`src/rtl/stack_arbiter.sv`:
```
// Two-requester arbiter in front of a shared stack: push/pop strobes, pop capture, per-request status.
// Optional STACK_ARB_RR_EN selects round-robin contention handling; otherwise requester 0 has fixed priority.
module stack_arbiter #(
    parameter int DATA_WIDTH    = 4,
    parameter int SETTLE_CYCLES = 1
) (
    input  logic                  clk,
    input  logic                  reset,
    input  logic [1:0]            req,
    input  logic [1:0]            op,
    input  logic [DATA_WIDTH-1:0] wdata0,
    input  logic [DATA_WIDTH-1:0] wdata1,
    output logic [1:0]            ack,
    output logic                  err,
    output logic [DATA_WIDTH-1:0] rdata,
    output logic                  busy,
    output logic                  stk_push,
    output logic                  stk_pop,
    output logic [DATA_WIDTH-1:0] stk_wdata,
    input  logic                  stk_full,
    input  logic                  stk_empty,
    input  logic [DATA_WIDTH-1:0] stk_rdata,
    output logic [1:0]            dbg_state
);

    typedef enum logic [1:0] {
        IDLE   = 2'd0,
        ISSUE  = 2'd1,
        SETTLE = 2'd2,
        RESP   = 2'd3
    } state_t;

    localparam logic [3:0] SETTLE_INIT = 4'(SETTLE_CYCLES - 1);

    // Handshake: a requester raises req[i] with op[i]/wdata_i stable and holds them
    // until ack[i] pulses for one cycle; err and rdata are valid in that same cycle.

    state_t                  state_q, state_d;
    logic                    sel_q, sel_d;
    logic                    op_q, op_d;
    logic [DATA_WIDTH-1:0]   wdata_q, wdata_d;
    logic                    err_q, err_d;
    logic [DATA_WIDTH-1:0]   rdata_q, rdata_d;
    logic [3:0]              cnt_q, cnt_d;
    logic                    grant;
    logic                    reject;

`ifdef STACK_ARB_RR_EN
    logic                    last_grant_q, last_grant_d;

    always_comb begin
        if (req == 2'b11) begin
            grant = ~last_grant_q;
        end else begin
            grant = ~req[0];
        end
    end
`else
    always_comb begin
        grant = ~req[0];
    end
`endif

    // Flags are only trusted in ISSUE, after the previous operation has settled.
    assign reject = op_q ? stk_full : stk_empty;

    always_comb begin
        state_d   = state_q;
        sel_d     = sel_q;
        op_d      = op_q;
        wdata_d   = wdata_q;
        err_d     = err_q;
        rdata_d   = rdata_q;
        cnt_d     = cnt_q;
`ifdef STACK_ARB_RR_EN
        last_grant_d = last_grant_q;
`endif
        ack       = 2'b00;
        err       = 1'b0;
        stk_push  = 1'b0;
        stk_pop   = 1'b0;
        stk_wdata = '0;
        case (state_q)
            IDLE: begin
                if (|req) begin
                    sel_d   = grant;
                    op_d    = op[grant];
                    wdata_d = grant ? wdata1 : wdata0;
                    err_d   = 1'b0;
`ifdef STACK_ARB_RR_EN
                    last_grant_d = grant;
`endif
                    state_d = ISSUE;
                end
            end
            ISSUE: begin
                stk_wdata = wdata_q;
                if (reject) begin
                    err_d = 1'b1;
                end else begin
                    stk_push = op_q;
                    stk_pop  = ~op_q;
                    if (!op_q) begin
                        rdata_d = stk_rdata;
                    end
                end
                cnt_d   = SETTLE_INIT;
                state_d = SETTLE;
            end
            SETTLE: begin
                if (cnt_q == 4'd0) begin
                    state_d = RESP;
                end else begin
                    cnt_d = cnt_q - 4'd1;
                end
            end
            RESP: begin
                ack     = sel_q ? 2'b10 : 2'b01;
                err     = err_q;
                state_d = IDLE;
            end
            default: begin
                state_d = IDLE;
            end
        endcase
    end

    always_ff @(posedge clk or negedge reset) begin
        if (!reset) begin
            state_q <= IDLE;
            sel_q   <= 1'b0;
            op_q    <= 1'b0;
            wdata_q <= '0;
            err_q   <= 1'b0;
            rdata_q <= '0;
            cnt_q   <= 4'd0;
        end else begin
            state_q <= state_d;
            sel_q   <= sel_d;
            op_q    <= op_d;
            wdata_q <= wdata_d;
            err_q   <= err_d;
            rdata_q <= rdata_d;
            cnt_q   <= cnt_d;
        end
    end

`ifdef STACK_ARB_RR_EN
    // Reset to 1 so requester 0 wins the first contention.
    always_ff @(posedge clk or negedge reset) begin
        if (!reset) begin
            last_grant_q <= 1'b1;
        end else begin
            last_grant_q <= last_grant_d;
        end
    end
`endif

    assign rdata     = rdata_q;
    assign busy      = (state_q != IDLE);
    assign dbg_state = state_q;

endmodule

```
`config.mk`:
```
export PLATFORM = sky130hd
export DESIGN_NAME = stack_arbiter
export DESIGN_NICKNAME = d
export VERILOG_FILES = /design/src/rtl/stack_arbiter.sv
export SDC_FILE = /design/constraint.sdc
export NUM_CORES = 1
export LEC_CHECK = 0
export ABC_AREA = 1
export CORE_ASPECT_RATIO = 0.8
export CORE_MARGIN = 8
export CORE_UTILIZATION = 39
export CTS_CLUSTER_DIAMETER = 30
export CTS_CLUSTER_SIZE = 40
export DETAILED_ROUTE_END_ITERATION = 7
export PLACE_DENSITY = 0.83
export SKIP_LAST_GASP = 1
export SLEW_MARGIN = 15
export SYNTH_ARGS = -nofsm -noshare
export SYNTH_HDL_FRONTEND = slang
export SYNTH_SLANG_ARGS = --single-unit
export TNS_END_PERCENT = 50
```
`constraint.sdc`:
```
create_clock -name clk -period 1.13 [get_ports clk]
set_input_delay 0.226 -clock clk [delete_from_list [all_inputs] [get_ports clk]]
set_output_delay 0.226 -clock clk [all_outputs]
set_load 0.01 [all_outputs]
```
==> reports/metrics.cfg <==
[outcome]
status = complete, but fails checks
violations = setup timing

[grt]
grt_pass1_wl_um = 4410
overflow = 0
grt_pass1_vias = 969
antenna_found_initial = 0
grt_max_degree = 18
grt_use_total_pct = 13.2

[timing]
setup_viol = 28
fin_crit_sh_pct = 136
hold_viol_final = 0
rsz0062_at_grt = true
period_minus_slack_ns = 1.54
timing.final.ws_setup_ns = -0.410
setup_tns_ns = -7.05
slew_viol_final = 0
maxSlewHeadroom_pct = 84.3
worst_pin_slew_ns = 0.235
clock_skew_ns = 0.00675
fmax_ghz = 0.650

[power_and_ir_drop]
p_switching_mw = 1.61
combPwrFrac_pct = 62.8
vdd_drop_max_mv = 1.53
pwr-share-clk_pct = 9.0
swShare_pct = 41.5
power_density_mw_per_mm2 = 2510
p_seq_share_pct = 28.2
power.internal_mw = 2.27
leakage_nw = 0.802
finalPower_mw = 3.88

[yosys]
synth_cell_type_count = 20
seq_area_frac_synth_pct = 45.0
postSynthNetCount = 142
ys_ff_latch = 17
avgSynthCellArea_um2 = 8.07
syn_area_um2 = 945
yosysWarnings = 0
postSynthCellCount = 117

[die]
die_area_mm2 = 0.00426
start_util_pct = 39.7
die_h_um = 60.0
ios = 36
core_mm2 = 0.00238
dieWidth_um = 71.0
std_cell_rows = 16

[finish]
fillers = 205
final_nets = 201
final_common_cell = nand2_1
final_cell_mix = nand2_1 (34), clkdlybuf4s50_1 (20), buf_4 (17)
syn_to_final_growth_pct = 63.6
utilization_pct = 64.9
postLayoutCellArea_mm2 = 0.00155
drive_gt1_share_pct = 36.0
insertedDiodeCount = 0

[routing]
wire_per_inst_um = 13.3
ant_nets = 0
routed_wl_um = 2690
viasPerCell = 4.70
vias = 950
dr.pass1.iters = 4
drc = 0
drt-initial-drc-count = 27

[worst_hold_path]
hold_class = in -> async

[clock_tree]
cts_hold_buf = 0
clkTransAtPathRegs_ns = 0.11
insertion_delay_ns = 0.30
cts_root_buffer = clkbuf_4
htreeDepth = 1
clockBufferDepth = 2
cts_buffers = 3
cts_tree = built
cts_sinks = 17

[worst_setup_path]
cp-end-kind = output pin
critPathLaunchType = flip-flop
critical_path_arrival_ns = 1.31
required_ns = 0.90
worst-setup-path-type = reg -> out
path_max_fanout = 5

[placed_design]
port_buffers = 35
place.gp.congestion = 0.798
dp_hpwl_um = 2120
place_area_mm2 = 0.00153

[flow_run]
maxCapViolCount = 0

==> path summary, 6_finish.rpt <==
check / from / endpoint / slack, ns / cells after the start
max: dbg_state[1] / stk_wdata[1] / -0.41 / 6
min: reset / rdata[0] / 0.24 / 2
max reg2reg: dbg_state[0] / cnt_q[0] / -0.26 / 8
min reg2reg: rdata[0] / rdata[0] / 0.48 / 2
max in group asynchronous: reset / dbg_state[1] / 0.67 / 2
min in group clk: stk_rdata[3] / rdata[3] / 0.45 / 3
==> kinds of logic after synthesis <==
family,after synthesis,share of synthesized area [%]
buffers and inverters,20,9.54
DFF,17,45.0
xor gates and xnor gates,1,0.927
and+or+nand+nor,58,24.2
adders and majority gates,5,6.62
AOI/OAI and AO/OA,16,13.6
==> power groups by stage <==
stage	clock, mW	combinational (mW)	sequential [mW]
final	0.351	2.44	1.09
after global routing	0.395	2.68	1.13
after CTS	0.364	2.36	1.09
after detailed placement	0	2.44	1.10
after global placement	0	2.34	1.08
after floorplan	0	1.19	1.14
==> Yosys cell counts <==
cell	instances	share of area, %
nor3_1	1	0.53
o21ai_0	4	2.1
o21ai_2	1	0.93
nand3_2	1	1.1
nand3_1	3	1.6
o31ai_1	2	1.6
dfrtp_1	17	45
xnor2_1	1	0.93
buf_6	2	2.4
a21oi_1	2	1.1
nand2_1	37	15
inv_1	17	6.8
o21ai_4	1	1.7
o211ai_1	1	0.79
inv_2	1	0.40
o31ai_2	3	4.0
o21ai_1	1	0.53
nor2_1	16	6.4
a21oi_2	1	0.93
ha_1	5	6.6
==> sequential cells by signal, summed over array words and instances, names as in the netlist <==
| register | count |
|---|---|
| cnt_q | 4 |
| rdata | 4 |
| dbg_state | 2 |
| op_q | 1 |
| sel_q | 1 |
| err_q | 1 |
| wdata_q | 4 |
==> per-layer routing <==
metal | routed length, µm | global-route usage, % | up-vias
met2 | 1370 | 22.7 | 23
li1 | - | - | 483
met5 | 0 | 0 | -
met3 | 158 | 5.70 | 2
met1 | 1150 | 14.7 | 442
met4 | 10 | 3.24 | 0
==> area by class of cell <==
| class | instances | area, µm² | share of cell area [%] |
|---|---|---|---|
| sequential | 17 | 428 | 27.7 |
| clock inverter | 1 | 5.00 | 0.324 |
| multi-input combinational | 80 | 502 | 32.5 |
| tap | 27 | 33.8 | 2.19 |
| clock buffer | 3 | 22.5 | 1.46 |
| inverter | 18 | 72.6 | 4.70 |
| timing repair buffer | 56 | 482 | 31.2 |
==> worst max-delay path: stages, from the launching register on <==
cell and delay [ns]:
dfrtp_2 0.43, inv_2 0.08, ha_4 0.19, buf_6 0.12, nand2_1 0.05, inv_1 0.06
buf_6 0.10
==> metrics by stage <==
step	std cells	hold WS [ns]	setup WS [ns]
2_1_floorplan	117	-0.0696	-0.0469
3_3_place_gp	198	0.461	-0.536
3_5_place_dp	198	0.464	-0.562
4_1_cts	202	0.243	-0.414
5_1_grt	202	0.243	-0.494
6_report	202	0.237	-0.410
==> repair_timing <==
action	CTS	global route
setup endpoints to repair	30	30
pin swaps	4	4
gates resized for setup	68	10
buffers inserted	1	0
Power figures use the tool's default switching activity.
